--- config.mk ---
export PLATFORM = sky130hd
export DESIGN_NAME = axis_demux
export DESIGN_NICKNAME = d
export VERILOG_FILES = /design/src/rtl/axis_demux.sv
export SDC_FILE = /design/constraint.sdc
export NUM_CORES = 1
export LEC_CHECK = 0
export CAP_MARGIN = 30
export CORE_ASPECT_RATIO = 0.8
export CORE_MARGIN = 8
export CORE_UTILIZATION = 33
export CTS_CLUSTER_DIAMETER = 100
export DETAILED_ROUTE_END_ITERATION = 12
export GPL_TIMING_DRIVEN = 0
export PLACE_DENSITY = 0.65
export SKIP_CTS_REPAIR_TIMING = 1
export SYNTH_ARGS = -nofsm -noshare
export SYNTH_HDL_FRONTEND = slang
export SYNTH_SLANG_ARGS = --single-unit
--- constraint.sdc ---
create_clock -name aclk -period 4 [get_ports aclk]
set_input_delay 1 -clock aclk [delete_from_list [all_inputs] [get_ports aclk]]
set_output_delay 1 -clock aclk [all_outputs]
set_load 0.05 [all_outputs]
--- src/rtl/axis_demux.sv ---
// 1-to-4 AXI-Stream frame router. Demux_Sel is sampled on the first beat of each frame.
// A two-entry elastic buffer (main + skid) registers every output and the input tready.
module axis_demux #(
  parameter int unsigned FRAME_LEN  = 1024,
  parameter int unsigned DATA_WIDTH = 32
) (
  input  logic                  aclk,
  input  logic                  areset,
  input  logic [1:0]            Demux_Sel,

  input  logic [DATA_WIDTH-1:0] indata_tdata,
  input  logic                  indata_tvalid,
  output logic                  indata_tready,

  output logic [DATA_WIDTH-1:0] outdata_1_tdata,
  output logic                  outdata_1_tvalid,
  input  logic                  outdata_1_tready,

  output logic [DATA_WIDTH-1:0] outdata_2_tdata,
  output logic                  outdata_2_tvalid,
  input  logic                  outdata_2_tready,

  output logic [DATA_WIDTH-1:0] outdata_3_tdata,
  output logic                  outdata_3_tvalid,
  input  logic                  outdata_3_tready,

  output logic [DATA_WIDTH-1:0] outdata_4_tdata,
  output logic                  outdata_4_tvalid,
  input  logic                  outdata_4_tready,

  output logic                  Frame_Busy,
  output logic                  Frame_Done
);

  localparam int unsigned CntW = (FRAME_LEN > 1) ? $clog2(FRAME_LEN) : 1;
  localparam logic [CntW-1:0] CntLast = CntW'(FRAME_LEN - 1);

  logic [CntW-1:0]       cnt_q, cnt_d;
  logic [1:0]            route_q, route_d;
  logic                  main_vld_q, main_vld_d;
  logic [DATA_WIDTH-1:0] main_data_q, main_data_d;
  logic [1:0]            main_dest_q, main_dest_d;
  logic                  skid_vld_q, skid_vld_d;
  logic [DATA_WIDTH-1:0] skid_data_q, skid_data_d;
  logic [1:0]            skid_dest_q, skid_dest_d;
  logic                  in_rdy_q, in_rdy_d;
  logic                  busy_q, busy_d;
  logic                  done_q, done_d;

  logic                  in_hs;
  logic [1:0]            in_dest;
  logic [3:0]            out_rdy;
  logic                  drain;

  assign out_rdy = {outdata_4_tready, outdata_3_tready, outdata_2_tready, outdata_1_tready};
  assign in_hs   = indata_tvalid & in_rdy_q;
  assign in_dest = (cnt_q == '0) ? Demux_Sel : route_q;
  assign drain   = main_vld_q & out_rdy[main_dest_q];

  always_comb begin
    cnt_d       = cnt_q;
    route_d     = route_q;
    main_vld_d  = main_vld_q;
    main_data_d = main_data_q;
    main_dest_d = main_dest_q;
    skid_vld_d  = skid_vld_q;
    skid_data_d = skid_data_q;
    skid_dest_d = skid_dest_q;
    done_d      = 1'b0;

    if (in_hs) begin
      if (cnt_q == '0) begin
        route_d = Demux_Sel;
      end
      if (cnt_q == CntLast) begin
        cnt_d  = '0;
        done_d = 1'b1;
      end else begin
        cnt_d = cnt_q + CntW'(1);
      end
    end

    // in_rdy_q is low whenever skid is full, so skid refill and input accept never collide
    if (!main_vld_q || drain) begin
      if (skid_vld_q) begin
        main_vld_d  = 1'b1;
        main_data_d = skid_data_q;
        main_dest_d = skid_dest_q;
        skid_vld_d  = 1'b0;
      end else if (in_hs) begin
        main_vld_d  = 1'b1;
        main_data_d = indata_tdata;
        main_dest_d = in_dest;
      end else begin
        main_vld_d  = 1'b0;
      end
    end else if (in_hs) begin
      skid_vld_d  = 1'b1;
      skid_data_d = indata_tdata;
      skid_dest_d = in_dest;
    end

    in_rdy_d = ~skid_vld_d;
    busy_d   = (cnt_d != '0);
  end

  always_ff @(posedge aclk or posedge areset) begin
    if (areset) begin
      cnt_q       <= '0;
      route_q     <= '0;
      main_vld_q  <= 1'b0;
      main_data_q <= '0;
      main_dest_q <= '0;
      skid_vld_q  <= 1'b0;
      skid_data_q <= '0;
      skid_dest_q <= '0;
      in_rdy_q    <= 1'b0;
      busy_q      <= 1'b0;
      done_q      <= 1'b0;
    end else begin
      cnt_q       <= cnt_d;
      route_q     <= route_d;
      main_vld_q  <= main_vld_d;
      main_data_q <= main_data_d;
      main_dest_q <= main_dest_d;
      skid_vld_q  <= skid_vld_d;
      skid_data_q <= skid_data_d;
      skid_dest_q <= skid_dest_d;
      in_rdy_q    <= in_rdy_d;
      busy_q      <= busy_d;
      done_q      <= done_d;
    end
  end

  assign indata_tready = in_rdy_q;
  assign Frame_Busy    = busy_q;
  assign Frame_Done    = done_q;

  assign outdata_1_tdata  = main_data_q;
  assign outdata_2_tdata  = main_data_q;
  assign outdata_3_tdata  = main_data_q;
  assign outdata_4_tdata  = main_data_q;
  assign outdata_1_tvalid = main_vld_q && (main_dest_q == 2'd0);
  assign outdata_2_tvalid = main_vld_q && (main_dest_q == 2'd1);
  assign outdata_3_tvalid = main_vld_q && (main_dest_q == 2'd2);
  assign outdata_4_tvalid = main_vld_q && (main_dest_q == 2'd3);

endmodule
==> flow_summary.json, run 1 <==
{
  "status": "finished, final reports clean",
  "fp.dieH_um": 120.8,
  "setup_ws_ps": 947.4,
  "grt_use_met2_pct": 22.70,
  "drt-wirelength-per-cell_um": 14.77,
  "yosysWarnings": 0,
  "worstPathArrival_ps": 2050,
  "place_ws_ps": 982.9,
  "grt_busiest_layer": "met2",
  "die-area_sq_um": 17750,
  "nets": 650,
  "final.setup_skew_ps": 5.458,
  "core_sq_um": 13500,
  "cts_tree": "done",
  "clockRootBuffer": "clkbuf_16",
  "clk_latency_ps": 330,
  "grt_first_pass_wirelength_um": 18780,
  "setup_tns_ps": 0,
  "num_vias": 3524,
  "critPathBufInv": 1,
  "die_w_um": 146.9,
  "seqCellArea_sq_um": 2127,
  "crit_required_ps": 3000,
  "routed_wl_um": 11700,
  "drt-vias-per-instance": 4.449,
  "crit_path_frequent_cell": "nor2b_1",
  "drt-initial-drc-count": 109,
  "synth-seq-cells": 85,
  "syn_avg_cell_area_sq_um": 10.78,
  "ys.flop_type": "dfrtp_1",
  "syn_nets": 463,
  "finalHoldViolCount": 0,
  "cpMaxStageDelayCell": "clkdlybuf4s50_1",
  "cts-buffers-inserted": 9,
  "worstSetupEndpointType": "output port",
  "synthArstFlopShare_pct": 100.0,
  "setup_viol": 0,
  "cp_slowest_stage_delay_ps": 840,
  "track_usage_pct": 13.19,
  "grtUsageMet1_pct": 15.74,
  "critPathTopFamily": "buffers and inverters",
  "cts_sinks": 85,
  "synth_seq_area_share_pct": 46.99,
  "first_pass_iters": 4,
  "syn_area_sq_um": 4527,
  "path_clk_slew_ps": 60,
  "gp_congestion": 0.8435,
  "critical_path.startpoint_type": "flip-flop",
  "post-dp-hpwl_um": 9276,
  "syn_inst": 420,
  "worst_pin_slew_ps": 789.3,
  "multi_input_area_sq_um": 1550,
  "synth.distinct_cells": 42,
  "syn_to_final_growth_pct": 51.33,
  "num_rows": 38,
  "slew_viol_final": 0,
  "fillCellCount": 1226,
  "rsz0062_at_grt": "false",
  "drcViolationCount": 0,
  "drive_gt1_share_pct": 26.47,
  "io_buffer_count": 175,
  "synth-edff-count": 0,
  "maxCapViolations": 0,
  "fmax_mhz": 327.6,
  "grt_antenna_before_repair": 0,
  "antenna_left": 0,
  "grt_max_degree": 48,
  "ios": 176,
  "slew_headroom_pct": 47.38,
  "critPathKind": "reg -> out",
  "grt_overflow_total": 0,
  "worstPathCellList": "nor2b_1 > nor2b_1 > clkdlybuf4s50_1",
  "grt_pass1_vias": 3622,
  "use_met3_pct": 4.257,
  "start_util_pct": 33.52,
  "crit_fanout": 4,
  "htree_levels": 3,
  "antennaDiodeCount": 0,
  "final.min_clock_period_ps": 3053,
  "hold_slack_ps": 486.6,
  "timing.hold.worst.class": "reg -> reg",
  "clockBufferDepth": 2,
  "finalCritPeriodShare_pct": 76.32
}
-- registers in the layout (all words and copies together) (netlist names) --
signal,flops
cnt_q,10
main_vld_q,1
indata_tready,1
skid_dest_q,2
skid_vld_q,1
Frame_Done,1
skid_data_q,32
main_dest_q,2
route_q,2
Frame_Busy,1
outdata_1_tdata,32
-- final timing paths --
kind                                start                 end  slack, ps  depth (start not counted)
max                            main_vld_q    outdata_1_tvalid        950                          3
min                        skid_data_q[6]      skid_data_q[6]        490                          1
max reg2reg                main_dest_q[1]      skid_data_q[2]       1830                          5
min reg2reg                skid_data_q[6]      skid_data_q[6]        490                          1
max in group asynchronous          areset  outdata_1_tdata[6]       2320                          3
min in group asynchronous          areset     skid_data_q[22]       1060                          2
-- layer usage --
layer,up-vias,part of all wire [%],wire [um]
li1,1712,-,-
met1,1683,43,5068
met2,121,49,5710
met3,8,7.0,819
met4,0,0.83,97
met5,-,0,0
-- worst reg2reg max path: cells and delay by family (launching register included) --
family	cells	cell delay, ps
compound gates	1	170
mux	2	800
flops	1	490
buf+inv	1	310
simple gates	1	280
-- kinds of logic after synthesis --
kind of cell               after synthesis  synth area share (%)
DFF                                     85                 46.99
muxes                                   70                 16.42
adders and majority gates                2                0.5527
xor gates and xnor gates                 6                 1.161
buffers and inverters                  120                 18.77
and+or+nand+nor                         81                 8.707
AOI/OAI and AO/OA                       56                 7.407
-- cell usage in the layout, fill, tap and decap left out, types with 3 or more instances in the layout --
master,synthesis,layout
and3_1,3,3
nor2b_1,5,5
nor2_1,40,40
nand3_1,5,5
mux2i_1,36,36
clkbuf_1,4,6
nand4_1,3,3
nor3_1,3,3
o21ai_0,5,5
a21oi_1,35,35
xnor2_1,4,4
clkdlybuf4s50_1,0,175
buf_2,10,10
buf_4,99,99
and2_1,4,4
clkbuf_16,0,9
o211ai_1,3,3
inv_1,5,4
nand2_1,8,8
mux2_2,32,32
dfrtp_1,85,85
-- cells in the mapped netlist (all sizes together) (4+ instances only) --
master  number  area share [%]
o21ai        5            0.55
and2         4            0.55
inv          5            0.41
mux2i       36             8.0
nor2b        5            0.69
xnor2        4            0.77
mux2        34             8.5
clkbuf       4            0.33
buf        111              18
nand3        5            0.55
dfrtp       85              47
nor2        41             3.6
a21oi       35             3.9
nand2        8            0.66
-- layout make-up --
cell class	count	area share, %
sequential	85	31.05
timing repair buffer	176	25.97
multi-input combinational	215	22.63
buffer	115	12.13
clock buffer	11	3.397
tap	180	3.288
clock inverter	5	1.224
inverter	5	0.3105
-- through the flow --
step	util [%]	instance area, sq um	std cells
floorplan	-	4527	420
global placement	48.17	6504	775
detailed placement	48.39	6534	776
CTS	50.73	6850	792
global route	50.73	6850	792
finish	50.73	6850	792
Power of run 1 is left out: the tool's default activity adds up to more than one toggle a clock period on the data nets, which glitch-free logic cannot reach.
==> inputs of run 2 (changes only) <==
Settings changed: PLACE_DENSITY 0.65 to 0.68.
Clock period 4 ns to 2.8 ns, I/O delays scaled along.
==> run 2 against run 1 <==
Global-route usage down 0.081 points. Worst hold slack better by 3.2 ps. Worst setup slack worse by 880 ps. Wire length down 0.62%. Largest cell class unchanged. Highest routed layer unchanged.
==> flow_summary.json, run 2 (synthesis results as in run 1) <==
{
  "routed_wl_um": 11620,
  "grt_antenna_before_repair": 0,
  "crit_fanout": 4,
  "worstPathArrival_ps": 2030,
  "drt-vias-per-instance": 4.402,
  "final.setup_skew_ps": 9.460,
  "setup_viol": 0,
  "io_buffer_count": 175,
  "core_sq_um": 13500,
  "grt_first_pass_wirelength_um": 18960,
  "final_cell_mix": "clkdlybuf4s50_1 (175), buf_4 (99), dfrtp_1 (85)",
  "gp_congestion": 0.8295,
  "grt_overflow_total": 0,
  "clockRootBuffer": "clkbuf_16",
  "post-dp-hpwl_um": 9045,
  "timing.hold.worst.class": "reg -> reg",
  "fillCellCount": 1209,
  "status": "finished, final reports clean",
  "grt_max_degree": 42,
  "fp.dieH_um": 120.8,
  "final.min_clock_period_ps": 2728,
  "maxCapViolations": 0,
  "antennaDiodeCount": 0,
  "nets": 651,
  "die_w_um": 146.9,
  "multi_input_area_sq_um": 1550,
  "path_clk_slew_ps": 70,
  "seqCellArea_sq_um": 2127,
  "ios": 176,
  "grt_pass1_vias": 3590,
  "cts_tree": "done",
  "clockBufferDepth": 2,
  "syn_to_final_growth_pct": 51.88,
  "final_core_util_pct": 50.92,
  "slew_viol_final": 0,
  "mostFrequentLayoutCell": "clkdlybuf4s50_1",
  "cts_sinks": 85,
  "drt-initial-drc-count": 110,
  "num_vias": 3491,
  "antenna_left": 0,
  "drt-wirelength-per-cell_um": 14.66,
  "htree_levels": 3,
  "fmax_mhz": 366.6,
  "drcViolationCount": 0,
  "clk_latency_ps": 340,
  "track_usage_pct": 13.11,
  "setup_tns_ps": 0,
  "worst_pin_slew_ps": 783.1,
  "slew_headroom_pct": 47.79,
  "start_util_pct": 33.52,
  "worstSetupEndpointType": "output port",
  "cts-buffers-inserted": 9,
  "num_rows": 38,
  "finalHoldViolCount": 0,
  "die-area_sq_um": 17750,
  "crit_required_ps": 2100,
  "rsz0062_at_grt": "false",
  "drive_gt1_share_pct": 26.92,
  "first_pass_iters": 4,
  "finalCritPeriodShare_pct": 97.43,
  "critPathKind": "reg -> out",
  "critical_path.startpoint_type": "flip-flop"
}
## run 2: cell count changes in the layout (fill, tap and decap cells not counted), sizes merged
cell	delta
inv	+2
clkbuf	-2
buf	+1
## run 2: path summary, 6_finish.rpt
| kind | startpoint | endpoint | slack [ps] | depth (start not counted) |
|---|---|---|---|---|
| worst max-delay path | main_dest_q[0] | outdata_1_tvalid | 70 | 3 |
| worst min-delay path | route_q[1] | route_q[1] | 490 | 2 |
| worst max register to register | cnt_q[0] | Frame_Busy | 670 | 7 |
| worst min register to register | route_q[1] | route_q[1] | 490 | 2 |
| max in group asynchronous | areset | cnt_q[0] | 1630 | 3 |
| min in group asynchronous | areset | skid_data_q[10] | 670 | 2 |
## run 2: worst max-delay path: stages (launching register included)
cell and delay [ps]:
dfrtp_1 400, nor2b_1 270, nor2b_1 180, clkdlybuf4s50_1 840
## run 2: per-layer routing
metal | part of all wire (%) | track usage, %
met1 | 42 | 15.14
met2 | 50 | 23.25
met3 | 7.5 | 4.406
met4 | 0.71 | 2.861
met5 | 0 | 0
## run 2: final cells by class
| cell class | count | share of cell area (%) |
|---|---|---|
| plain buffers | 115 | 12.08 |
| clock buffers | 9 | 3.276 |
| clock inverters | 7 | 1.492 |
| inverters | 5 | 0.3276 |
| multi-input cells | 215 | 22.55 |
| flip-flops and latches | 85 | 30.94 |
| well taps | 180 | 3.276 |
| repair buffers | 177 | 26.06 |
## run 2: per-stage QoR
step | worst slack, ps | cell area, sq um | hold slack [ps] | instances
2_1_floorplan | 741.1 | 4531 | 449.6 | 420
3_3_place_gp | 37.98 | 6507 | 466.0 | 775
3_5_place_dp | 20.44 | 6548 | 481.1 | 777
4_1_cts | 56.18 | 6875 | 497.1 | 793
5_1_grt | 2.901 | 6875 | 517.4 | 793
6_report | 71.86 | 6875 | 489.8 | 793
Power of run 2 is left out for the same reason.
==> inputs of run 3 (changes only) <==
Settings changed: RECOVER_POWER from default to 100.
==> run 3 against run 2 <==
Die area stayed put. Design area is 0.62% lower. Count of clock-buffer cells in the layout stayed put. Register-to-register slack worse by 170 ps. Sequential cell count stayed put. Sequential share of layout area is 0.19 points higher. Highest routed layer unchanged.
==> flow_summary.json, run 3 (synthesis results as in run 1) <==
{
  "status": "finished, final reports clean",
  "worstSetupEndpointType": "output port",
  "die_w_um": 146.9,
  "drt-vias-per-instance": 4.402,
  "syn_to_final_growth_pct": 50.94,
  "fp.dieH_um": 120.8,
  "r2r_cells": 5,
  "dp_cells": 777,
  "finalHoldViolCount": 0,
  "cts-buffers-inserted": 9,
  "io_buffer_count": 175,
  "cts_sinks": 85,
  "core_sq_um": 13500,
  "use_met3_pct": 4.406,
  "maxCapViolations": 0,
  "hold_depth": 2,
  "post-dp-hpwl_um": 9045,
  "cts_tree": "done",
  "grt_pass1_vias": 3590,
  "grt_overflow_total": 0,
  "grt_antenna_before_repair": 0,
  "first_pass_iters": 4,
  "final.min_clock_period_ps": 2731,
  "cp_slowest_stage_delay_ps": 840,
  "worstPathArrival_ps": 2030,
  "fin_cells": 793,
  "start_util_pct": 33.52,
  "slew_viol_final": 0,
  "setup_tns_ps": 0,
  "final_cell_mix": "dlygate4sd3_1 (135), buf_4 (96), dfrtp_1 (85)",
  "drcViolationCount": 0,
  "num_vias": 3491,
  "routed_wl_um": 11570,
  "drive_gt1_share_pct": 26.59,
  "rsz0062_at_grt": "false",
  "drt-wirelength-per-cell_um": 14.59,
  "final.setup_skew_ps": 9.545,
  "crit_required_ps": 2100,
  "worst_pin_slew_ps": 1010,
  "grt_first_pass_wirelength_um": 18960,
  "nets": 651,
  "hold_slack_ps": 490.0,
  "mostFrequentLayoutCell": "dlygate4sd3_1",
  "drt-initial-drc-count": 130,
  "num_rows": 38,
  "final_core_util_pct": 50.60,
  "clockRootBuffer": "clkbuf_16",
  "fmax_mhz": 366.2,
  "finalCritPeriodShare_pct": 97.53,
  "crit_path_frequent_cell": "nor2b_1",
  "antenna_left": 0,
  "clk_latency_ps": 340,
  "slew_headroom_pct": 32.69,
  "setup_viol": 0,
  "die-area_sq_um": 17750,
  "critPathKind": "reg -> out",
  "grt_max_degree": 42,
  "ios": 176,
  "crit_fanout": 4,
  "antennaDiodeCount": 0,
  "grtUsageMet1_pct": 15.14,
  "fillCellCount": 1212,
  "gp_congestion": 0.8295,
  "track_usage_pct": 13.11,
  "critical_path.startpoint_type": "flip-flop",
  "worstPathCellList": "nor2b_1 > nor2b_1 > clkdlybuf4s50_1",
  "grt_use_met2_pct": 23.25,
  "cpMaxStageDelayCell": "clkdlybuf4s50_1",
  "path_clk_slew_ps": 70,
  "clockBufferDepth": 2,
  "grt_busiest_layer": "met2",
  "htree_levels": 3,
  "timing.hold.worst.class": "reg -> reg"
}
==> run 3: cell count changes in the layout (fill, tap and decap cells not counted), moves of 2 or more <==
| cell | before | now |
|---|---|---|
| buf_2 | 10 | 6 |
| dlygate4sd3_1 | 0 | 135 |
| buf_12 | 2 | 0 |
| and2_1 | 4 | 2 |
| clkbuf_1 | 4 | 6 |
| clkbuf_2 | 0 | 7 |
| buf_4 | 99 | 96 |
| and2_0 | 0 | 2 |
| clkdlybuf4s50_1 | 175 | 40 |
==> run 3: worst max-delay path: cells and delay by family (launching register included) <==
kind                   cells  cell delay (ps)
buffers and inverters      1              840
and+or+nand+nor            2              460
DFF                        1              400
==> run 3: metrics by stage <==
| step | cell area, sq um | setup WS [ps] |
|---|---|---|
| 2_1_floorplan | 4531 | 741.1 |
| 3_3_place_gp | 6507 | 37.98 |
| 3_5_place_dp | 6548 | 20.44 |
| 4_1_cts | 6875 | 56.18 |
| 5_1_grt | 6833 | 2.901 |
| 6_report | 6833 | 69.19 |
==> run 3: routing by layer <==
layer	vias to the layer above	part of all wire (%)
met2	98	50
met4	0	0.75
met5	-	0
li1	1718	-
met1	1667	42
met3	8	7.0
==> run 3: final cells by class <==
cell class | instances | area, sq um | share of cell area (%)
multi-input combinational | 215 | 1550 | 22.69
buffer | 115 | 820.8 | 12.01
timing repair buffer | 177 | 1762 | 25.78
tap | 180 | 225.2 | 3.296
sequential | 85 | 2127 | 31.13
clock buffer | 9 | 225.2 | 3.296
clock inverter | 7 | 102.6 | 1.502
inverter | 5 | 20.02 | 0.2930
==> run 3: worst paths after layout <==
| check | start | endpoint | slack (ps) |
|---|---|---|---|
| setup / recovery | main_dest_q[0] | outdata_1_tvalid | 70 |
| setup reg to reg | main_dest_q[1] | skid_data_q[14] | 500 |
| hold reg to reg | route_q[1] | route_q[1] | 490 |
| min in group asynchronous | areset | skid_data_q[10] | 800 |
| max in group asynchronous | areset | cnt_q[8] | 710 |
| hold / removal | route_q[1] | route_q[1] | 490 |
Power of run 3 is left out for the same reason.
